## src/rtl/seg7_pkg.sv

```systemverilog
// seg7_pkg: shared 7-segment encoding for the BCD display driver and the
// read-back path. Patterns are on the bus as {s6..s0}, active low
// (0 = lit). The constants below are already in that bus order.
package seg7_pkg;

    localparam logic [6:0] SEG_PAT_0 = 7'b0001000;
    localparam logic [6:0] SEG_PAT_1 = 7'b1101101;
    localparam logic [6:0] SEG_PAT_2 = 7'b0100010;
    localparam logic [6:0] SEG_PAT_3 = 7'b0100100;
    localparam logic [6:0] SEG_PAT_4 = 7'b1000101;
    localparam logic [6:0] SEG_PAT_5 = 7'b0010100;
    localparam logic [6:0] SEG_PAT_6 = 7'b0010000;
    localparam logic [6:0] SEG_PAT_7 = 7'b0101101;
    localparam logic [6:0] SEG_PAT_8 = 7'b0000000;
    localparam logic [6:0] SEG_PAT_9 = 7'b0000101;

    // All segments off.
    localparam logic [6:0] SEG_BLANK = 7'b1111111;

    // Digit code reported for any pattern outside the table.
    localparam logic [3:0] BCD_ERR = 4'b1111;

    // Reader FSM encoding.
    localparam logic [0:0] ST_COUNT    = 1'b0;
    localparam logic [0:0] ST_REPORTED = 1'b1;

endpackage

```

## src/rtl/seg7_pattern_decode.sv

```systemverilog
// seg7_pattern_decode: combinational map from an active-low 7-segment
// pattern ({s6..s0}) to its BCD digit. Unknown patterns give BCD_ERR
// with err_o set.
module seg7_pattern_decode
    import seg7_pkg::*;
(
    input  logic [6:0] pat_i,
    output logic [3:0] bcd_o,
    output logic       err_o
);

    // Table lookup; anything not listed is flagged as an error.
    always_comb begin
        // NOTE: outputs get defaults before the case so no path leaves them unassigned (no latch).
        bcd_o = BCD_ERR;
        err_o = 1'b1;
        case (pat_i)
            SEG_PAT_0: begin bcd_o = 4'd0; err_o = 1'b0; end
            SEG_PAT_1: begin bcd_o = 4'd1; err_o = 1'b0; end
            SEG_PAT_2: begin bcd_o = 4'd2; err_o = 1'b0; end
            SEG_PAT_3: begin bcd_o = 4'd3; err_o = 1'b0; end
            SEG_PAT_4: begin bcd_o = 4'd4; err_o = 1'b0; end
            SEG_PAT_5: begin bcd_o = 4'd5; err_o = 1'b0; end
            SEG_PAT_6: begin bcd_o = 4'd6; err_o = 1'b0; end
            SEG_PAT_7: begin bcd_o = 4'd7; err_o = 1'b0; end
            SEG_PAT_8: begin bcd_o = 4'd8; err_o = 1'b0; end
            SEG_PAT_9: begin bcd_o = 4'd9; err_o = 1'b0; end
            default:   begin bcd_o = BCD_ERR; err_o = 1'b1; end
        endcase
    end

endmodule

```

## src/rtl/seg7_to_bcd_reader.sv

```systemverilog
// seg7_to_bcd_reader: synchronizes an asynchronous active-low segment bus,
// waits for the pattern to hold for STABLE_CYCLES cycles, decodes it once
// and offers the digit on a valid/ready output. A result overwritten before
// acceptance sets the sticky ovf_out.
// Optional: define SEG7_BLANK_DETECT_EN to suppress results for the
// all-off pattern and add the blank_out indication.
module seg7_to_bcd_reader
    import seg7_pkg::*;
#(
    parameter int STABLE_CYCLES = 4,
    parameter int CNT_W         = 8
) (
    input  logic       clk,
    input  logic       rst,
    input  logic [6:0] seg_in,
    output logic [3:0] bcd_out,
    output logic       err_out,
    output logic       valid_out,
    input  logic       ready_in,
    output logic       ovf_out
`ifdef SEG7_BLANK_DETECT_EN
    ,
    output logic       blank_out
`endif
);

    localparam logic [CNT_W-1:0] STABLE_CNT = CNT_W'(STABLE_CYCLES);

    logic [6:0]       sync1_q;
    logic [6:0]       seg_sync_q;
    logic [CNT_W-1:0] cnt_q, cnt_d;
    logic [0:0]       state_q, state_d;
    logic [6:0]       last_pat_q, last_pat_d;
    logic [3:0]       bcd_q, bcd_d;
    logic             err_q, err_d;
    logic             valid_q, valid_d;
    logic             ovf_q, ovf_d;
    logic             report;
    logic             load;
    logic [3:0]       dec_bcd;
    logic             dec_err;

    // Two-flop synchronizer; both stages start at the all-off pattern.
    always_ff @(posedge clk or posedge rst) begin
        if (rst) begin
            sync1_q    <= SEG_BLANK;
            seg_sync_q <= SEG_BLANK;
        end else begin
            // NOTE: sequential state uses non-blocking assignments so every flop samples pre-edge values.
            sync1_q    <= seg_in;
            seg_sync_q <= sync1_q;
        end
    end

    // Stability counter and FSM. The change test compares the value seg_sync
    // is about to take with its current value, so the counter and seg_sync
    // move on the same edge and the counter equals the number of edges
    // seg_sync has held its present value.
    always_comb begin
        cnt_d      = cnt_q;
        state_d    = state_q;
        last_pat_d = last_pat_q;
        report     = 1'b0;
        if (sync1_q != seg_sync_q) begin
            cnt_d   = '0;
            state_d = ST_COUNT;
        end else begin
            if (cnt_q != STABLE_CNT) begin
                cnt_d = cnt_q + 1'b1;
            end
            if ((state_q == ST_COUNT) && (cnt_d == STABLE_CNT)) begin
                report     = 1'b1;
                state_d    = ST_REPORTED;
                last_pat_d = seg_sync_q;
            end
        end
    end

    // The decoder watches the pattern being latched, so on a report it sees
    // the freshly stabilized value.
    seg7_pattern_decode u_decode (
        .pat_i (last_pat_d),
        .bcd_o (dec_bcd),
        .err_o (dec_err)
    );

`ifdef SEG7_BLANK_DETECT_EN
    // A blank display is tracked but never offered as a result.
    assign load      = report && (seg_sync_q != SEG_BLANK);
    assign blank_out = (state_q == ST_REPORTED) && (last_pat_q == SEG_BLANK);
`else
    assign load = report;
`endif

    // Output handshake: a new result always wins over an accept, and
    // overwriting an unaccepted result raises the sticky overflow flag.
    always_comb begin
        bcd_d   = bcd_q;
        err_d   = err_q;
        valid_d = valid_q;
        ovf_d   = ovf_q;
        if (load) begin
            bcd_d   = dec_bcd;
            err_d   = dec_err;
            valid_d = 1'b1;
            if (valid_q && !ready_in) begin
                ovf_d = 1'b1;
            end
        end else if (valid_q && ready_in) begin
            valid_d = 1'b0;
        end
    end

    // State registers for counter, FSM, last pattern and the result port.
    always_ff @(posedge clk or posedge rst) begin
        if (rst) begin
            cnt_q      <= '0;
            state_q    <= ST_COUNT;
            last_pat_q <= SEG_BLANK;
            bcd_q      <= 4'b0000;
            err_q      <= 1'b0;
            valid_q    <= 1'b0;
            ovf_q      <= 1'b0;
        end else begin
            cnt_q      <= cnt_d;
            state_q    <= state_d;
            last_pat_q <= last_pat_d;
            bcd_q      <= bcd_d;
            err_q      <= err_d;
            valid_q    <= valid_d;
            ovf_q      <= ovf_d;
        end
    end

    assign bcd_out   = bcd_q;
    assign err_out   = err_q;
    assign valid_out = valid_q;
    assign ovf_out   = ovf_q;

endmodule

```

## config.mk

```make
export PLATFORM = sky130hd
export DESIGN_NAME = seg7_to_bcd_reader
export DESIGN_NICKNAME = d
export VERILOG_FILES = /design/src/rtl/seg7_pkg.sv /design/src/rtl/seg7_pattern_decode.sv /design/src/rtl/seg7_to_bcd_reader.sv
export SDC_FILE = /design/constraint.sdc
export NUM_CORES = 1
export LEC_CHECK = 0
export BUFFER_PORTS_ARGS = -buffer_cell sky130_fd_sc_hd__buf_2
export CAP_MARGIN = 20
export CORE_ASPECT_RATIO = 2
export CORE_MARGIN = 2
export CORE_UTILIZATION = 53
export CTS_BUF_LIST = sky130_fd_sc_hd__clkbuf_8 sky130_fd_sc_hd__clkbuf_16
export DETAILED_ROUTE_END_ITERATION = 6
export PLACE_DENSITY = 0.76
export SETUP_SLACK_MARGIN = 0.02
export SYNTH_ARGS = -nofsm -noshare
export SYNTH_HDL_FRONTEND = slang
export SYNTH_HIERARCHICAL = 1
export SYNTH_SLANG_ARGS = --single-unit
```

## constraint.sdc

```tcl
create_clock -name clk -period 4.25 [get_ports clk]
set_clock_uncertainty 0.2 [all_clocks]
set_input_delay 0.6375 -clock clk [delete_from_list [all_inputs] [get_ports clk]]
set_output_delay 0.6375 -clock clk [all_outputs]
set_load 0.01 [all_outputs]
```

==> implementation parameters, run 1 <==
Parameter                              Value

Run status
  Run status    complete, no violations

Worst setup path
  Gate family responsible for the most delay along the worst path    simple AND/OR/NAND/NOR gates
  Largest stage delay on the critical path    0.52 ns
  Critical path class    reg2reg
  CP arrival    4.07 ns
  Slowest cell on the critical path    or4b_4
  Worst Path Max Fanout    7
  Critical Path, Cell by Cell    inv_2, ha_1, or3b_4, or4b_4, a221o_1, nand4_4, mux2_2, or4b_1, nor4_1, o21bai_2, o22ai_1, mux2_4
  Critical Path End Type    flip-flop
  Kind of start point of the critical path    flip-flop
  Buffering stage count on the worst path with inverters included    1
  Required time of the critical path    4.22 ns

Placed design
  Number of buffers inserted by port buffering    16
  Post-detailed-placement half-perimeter wirelength    2.90 mm
  Number of cells in the design after placement    223
  Worst setup timing slack at the placement stage    0.124 ns
  Final weighted congestion of routability-driven global placement    0.882

Clock network
  TritonCTS clock tree    yes
  Count of clock tree sinks    37
  Clock slew seen by the registers of the worst setup and hold paths    0.07 ns
  Worst-Skew Late Latency    0.29 ns
  CTS H-Tree Depth    2
  CTS Root Cell    clkbuf_8
  Maximum clock path buffer count    2
  Inserted Clock Buffers    5

Synth
  Synthesized netlist net count    174
  Yosys top cell by area    dfstp_2
  Number of distinct library cells after synthesis    50
  Most repeated cell in the gate-level netlist after synthesis    dfstp_2
  Leading post-synthesis cells by cell area    dfstp_2, dfrtp_1, mux2_4, xnor2_1, nor2_1
  Post-synth top cells    dfstp_2, nor2_1, dfrtp_1, xnor2_1, mux2_4
  Sequential element share of the synthesized area    49.9%
  Share of Yosys cell area claimed by the top area cell type    28.9%
  Flip-flop cell with the highest count after synthesis    dfstp_2
  Post-synth EDFFs    0
  Mean instance size in the synthesized netlist    11.8 µm²
  Total number of yosys warnings    6
  Cell area after synthesis    1910 µm²
  Share of synthesized registers carrying an async set or reset    100%
  Number of standard cells after synthesis    162
  #FFs+latches synth    37

Detailed routing
  Via count    1352
  First drt pass iteration count    4
  Routed Antenna Nets    0
  Number of violations reported at the end of detailed-routing iteration 0    49
  DRC violation count after routing    0
  Mean routed wirelength per cell    16.9 µm
  Via density per instance    5.75
  Wirelength, routed    3.96 mm

Cells and area
  Number of nets in the layout    198
  Layout overhead on the synthesized area    13.4%
  Fill cell total of the finished layout    272
  Final antenna diode count    0
  Layout cells sized above 1    40.6%
  Util after Layout    63.3%
  Count of non-filler cells in the finished layout    235

Timing
  Setup Viol. Count Final    0
  Final slew viol count    0
  Final period utilization    96.4%
  Tmin final    4.10 ns
  PnR worst setup slack    0.154 ns
  Slew at the pin closest to its max-slew limit    0.834 ns
  Fin Setup TNS    0 ns
  Max-slew headroom    44.3%
  Setup repair after global routing missed its margin    false
  Hold violation total from the final report    0
  Achievable Freq    244 MHz

Global routing
  Number of antenna violations at the first check in global routing    0
  Vias in the first global route    1370
  Final global-route overflow total    0
  Wire length of the first global-routing pass    6.04 mm
  Pin count of the biggest net entering global routing    24
  Global-route usage over all layers    21.0%

Power
  Static Leak    0.925 nW
  Post-layout total power    633 µW
  VDD IR max    0.261 mV
  Pwr dens    293 nW/µm²

Die
  Die Wd    46.4 µm
  Core region area    3420 µm²
  Boundary pin count    17
  Standard-cell rows    30
  Chip height    88.8 µm
  Effective utilization at floorplan    55.8%
  Area enclosed by the die boundary    4120 µm²

Flow run
  Max-cap violation count    0

Worst hold path
  Min-Delay Path Class    reg2reg
-- state kept, by name, summed over array words and instances (netlist names) --
| register | flops |
|---|---|
| err_out | 1 |
| last_pat_q | 7 |
| seg_sync_q | 7 |
| sync1_q | 7 |
| bcd_out | 4 |
| ovf_out | 1 |
| cnt_q | 8 |
| valid_out | 1 |
| state_q | 1 |
-- repair_timing --
| item | 4_1_cts | 5_1_grt |
|---|---|---|
| resized for setup | 0 | 7 |
| endpoints found under the hold margin | 0 | 0 |
| buffers inserted | 0 | 4 |
| endpoints found under the setup margin | 0 | 5 |
| hold buffers | 0 | 0 |
-- report_power, final --
group / leakage, nW / internal (mW) / switching (mW)
registers: 0.440 / 0.365 / 0.00526
logic: 0.431 / 0.00944 / 0.0128
clock network: 0.0538 / 0.127 / 0.114
-- per-layer routing --
metal,vias up,track usage [%],share of wire (%)
met3,11,4.49,2.9
met4,0,11.9,3.3
li1,626,-,-
met1,682,19.1,35
met2,33,39.1,59
met5,-,0,0
-- per-stage QoR --
step	hold WS [ns]	instance area, µm²
floorplan	0.160	1910
global placement	0.162	2020
detailed placement	0.163	2020
CTS	0.168	2110
global route	0.170	2160
finish	0.167	2160
-- kinds of logic after synthesis --
kind of cell,after synthesis,synth area share (%)
xor+xnor,15,6.89
compound gates,22,9.06
buf+inv,14,4.59
flops,37,49.9
mux,13,9.38
fa+ha+maj,2,1.31
simple gates,59,18.8
-- final cells by class --
| cell class | count | area [µm²] | share of cell area [%] |
|---|---|---|---|
| Inverter | 7 | 26.3 | 1.22 |
| Timing Repair Buffer | 24 | 140 | 6.48 |
| Tap cell | 48 | 60.1 | 2.78 |
| Sequential cell | 37 | 955 | 44.2 |
| Clock buffer | 6 | 82.6 | 3.82 |
| Clock inverter | 2 | 7.51 | 0.347 |
| Multi-Input combinational cell | 111 | 891 | 41.2 |
-- worst paths after layout --
| check | from | end | slack, ns | cells after the start |
|---|---|---|---|---|
| max | cnt_q[0] | bcd_out[2] | 0.15 | 12 |
| min | sync1_q[1] | seg_sync_q[1] | 0.17 | 0 |
| max reg2reg | cnt_q[0] | bcd_out[2] | 0.15 | 12 |
| min reg2reg | sync1_q[1] | seg_sync_q[1] | 0.17 | 0 |
| max in group asynchronous | rst | last_pat_q[1] | 2.75 | 3 |
| min in group asynchronous | rst | cnt_q[3] | 0.31 | 2 |
-- cells in the final DEF (no fill, tap or decap), drive strengths merged, types with 5 or more instances in the layout --
cell and count:
clkbuf 6, inv 9, mux2 12, dfstp 21, xnor2 13, buf 24, nand3 6, nor2 20
dfrtp 16, o21ai 5
Note: power is estimated with default switching activity, not from simulation.
==> run 2: changes to the inputs <==
--- a/config.mk
+++ b/config.mk
@@ -8,9 +8,10 @@
 export BUFFER_PORTS_ARGS = -buffer_cell sky130_fd_sc_hd__buf_2
 export CAP_MARGIN = 20
 export CORE_ASPECT_RATIO = 2
-export CORE_MARGIN = 2
+export CORE_MARGIN = 3
 export CORE_UTILIZATION = 53
 export CTS_BUF_LIST = sky130_fd_sc_hd__clkbuf_8 sky130_fd_sc_hd__clkbuf_16
+export CTS_CLUSTER_SIZE = 24
 export DETAILED_ROUTE_END_ITERATION = 6
 export PLACE_DENSITY = 0.76
 export SETUP_SLACK_MARGIN = 0.02
==> run 2 against run 1 <==
Highest routed layer unchanged; count of clock-buffer cells in the layout decreased by 1; register-to-register slack got worse by 0.09 ns; flip-flop and latch count did not move; non-clock buffer count up 5; clock power about the same; sequential power about the same; global-route usage shrank 2.8 points; critical path type unchanged; critical path depth did not move; sequential share of layout area fell by 1.3 points; cell count is 2.1% higher; first-iteration DRC count increased by 20%; setup slack got worse by 0.093 ns.
==> implementation parameters, run 2 (synthesis gave the netlist of run 1 again) <==
Parameter                              Value

Worst setup path
  Critical register-to-register path endpoint    bcd_out[2]
  Worst reg2reg setup slack    0.06 ns
  Kind of start point of the critical path    flip-flop
  Buffering stage count on the worst path with inverters included    1
  Gate family responsible for the most delay along the worst path    simple AND/OR/NAND/NOR gates
  Largest stage delay on the critical path    0.52 ns
  Required time of the critical path    4.22 ns
  Critical Path End Type    flip-flop
  Critical path class    reg2reg
  Start of the worst register-to-register path    cnt_q[0]
  Slowest cell on the critical path    or4b_4
  CP arrival    4.16 ns
  Worst Path Max Fanout    7
  Cell count of the worst reg-to-reg path    12
  Crit path launch    cnt_q[0]
  Cell occurring most often along the worst timing path    mux2_4
  Critical Path, Cell by Cell    inv_2, ha_1, or3b_4, or4b_4, a221o_1, nand4_4, mux2_4, or4b_1, nor4_1, o21bai_4, o22ai_2, mux2_4

Placed design
  Worst setup timing slack at the placement stage    0.0962 ns
  Post-detailed-placement half-perimeter wirelength    2.81 mm
  Final weighted congestion of routability-driven global placement    0.829
  Number of buffers inserted by port buffering    16

Detailed routing
  Wirelength, routed    4.03 mm
  Mean routed wirelength per cell    16.8 µm
  DRC violation count after routing    0
  First drt pass iteration count    4
  Via count    1393
  Number of violations reported at the end of detailed-routing iteration 0    59
  Routed Antenna Nets    0
  Via density per instance    5.80

Die
  Standard-cell rows    30
  Effective utilization at floorplan    55.8%
  Chip height    90.8 µm
  Area enclosed by the die boundary    4400 µm²
  Boundary pin count    17
  Core region area    3420 µm²
  Die Wd    48.4 µm

Power
  VDD IR max    0.266 mV
  Pwr dens    285 nW/µm²
  Post-layout total power    633 µW
  Static Leak    0.958 nW

Clock network
  TritonCTS clock tree    yes
  Count of clock tree sinks    37
  Worst-Skew Late Latency    0.29 ns
  Maximum clock path buffer count    2
  CTS H-Tree Depth    2
  CTS Root Cell    clkbuf_8
  Hold bufs inserted after CTS    0
  Inserted Clock Buffers    5
  Clock slew seen by the registers of the worst setup and hold paths    0.07 ns

Timing
  Final period utilization    98.6%
  Max-slew headroom    65.3%
  Achievable Freq    239 MHz
  Fin Setup TNS    0 ns
  PnR worst setup slack    0.0615 ns
  Slew at the pin closest to its max-slew limit    0.516 ns
  Setup Viol. Count Final    0
  Hold violation total from the final report    0
  Tmin final    4.19 ns
  Worst slack on hold paths    0.174 ns
  Final slew viol count    0

Cells and area
  Flip-flop count of the largest register, all copies and words added    8
  Util after Layout    65.1%
  Layout cells sized above 1    43.2%
  Fill cell total of the finished layout    263
  Most common cell after layout, fill and taps aside    dfstp_2
  Layout overhead on the synthesized area    16.6%
  Register containing the most flip-flops in the final layout    cnt_q
  Final antenna diode count    0
  Commonest cells after routing, fill and taps aside    dfstp_2, nor2_1, buf_2
  Number of nets in the layout    203

Global routing
  Final global-route overflow total    0
  Wire length of the first global-routing pass    6.18 mm
  Vias in the first global route    1406
  Global-route usage over all layers    18.2%
  Pin count of the biggest net entering global routing    30
  Number of antenna violations at the first check in global routing    0

Worst hold path
  Hold Crit Start    sync1_q[6]
  Hold-critical path endpoint    seg_sync_q[6]
  Number of stages on the worst hold path    0
  Min-Delay Path Class    reg2reg

Flow run
  Max-cap violation count    0

Run status
  Run status    complete, no violations
-- run 2: cell count changes in the layout (fill, tap and decap cells not counted), sizes merged --
| cell | change |
|---|---|
| clkinv | +2 |
| buf | +5 |
| clkbuf | -1 |
| clkinvlp | +1 |
| inv | -2 |
-- run 2: worst max-delay path by stage --
stage                     slack [ns]         end  cells after the start
after detailed placement         0.1  bcd_out[2]                     12
after global routing          -0.002  bcd_out[2]                     12
after CTS                       0.07  bcd_out[2]                     12
final                           0.06  bcd_out[2]                     12
after global placement          0.25  bcd_out[2]                     12
after floorplan                 0.13  bcd_out[2]                     15
-- run 2: power by group --
| group | total, mW | switching (mW) | internal [mW] |
|---|---|---|---|
| Combinational | 0.0253 | 0.0132 | 0.0121 |
| Clock | 0.238 | 0.125 | 0.113 |
| Sequential | 0.370 | 0.00487 | 0.365 |
| Total | 0.633 | 0.143 | 0.490 |
-- run 2: timing repair --
action	CTS	global route
setup buffers	0	8
endpoints found under the setup margin	0	5
endpoints found under the hold margin	0	0
gates resized for setup	0	8
-- run 2: worst reg2reg max path: cells and delay by family, from the launching register on --
family	cells	cell delay (ns)
flops	1	0.42
buf+inv	1	0.07
simple gates	5	1.88
mux	2	0.63
compound gates	3	0.75
fa+ha+maj	1	0.13
-- run 2: cell type report --
cell class | instances | area, µm² | share of cell area (%)
clock buffers | 5 | 68.8 | 3.10
clock inverters | 3 | 17.5 | 0.788
inverters | 7 | 26.3 | 1.18
multi-input cells | 111 | 900 | 40.5
flip-flops and latches | 37 | 953 | 42.9
well taps | 48 | 60.1 | 2.70
repair buffers | 29 | 198 | 8.89
-- run 2: metrics by stage --
stage | instances | area (µm²)
2_1_floorplan | 162 | 1910
3_3_place_gp | 223 | 2020
3_5_place_dp | 223 | 2020
4_1_cts | 231 | 2100
5_1_grt | 240 | 2220
6_report | 240 | 2220
-- run 2: routing by layer --
layer	global-route usage, %	wire length [µm]
met5	0	0
met3	5.12	143
met4	9.03	149
met1	17.2	1410
met2	34.4	2320
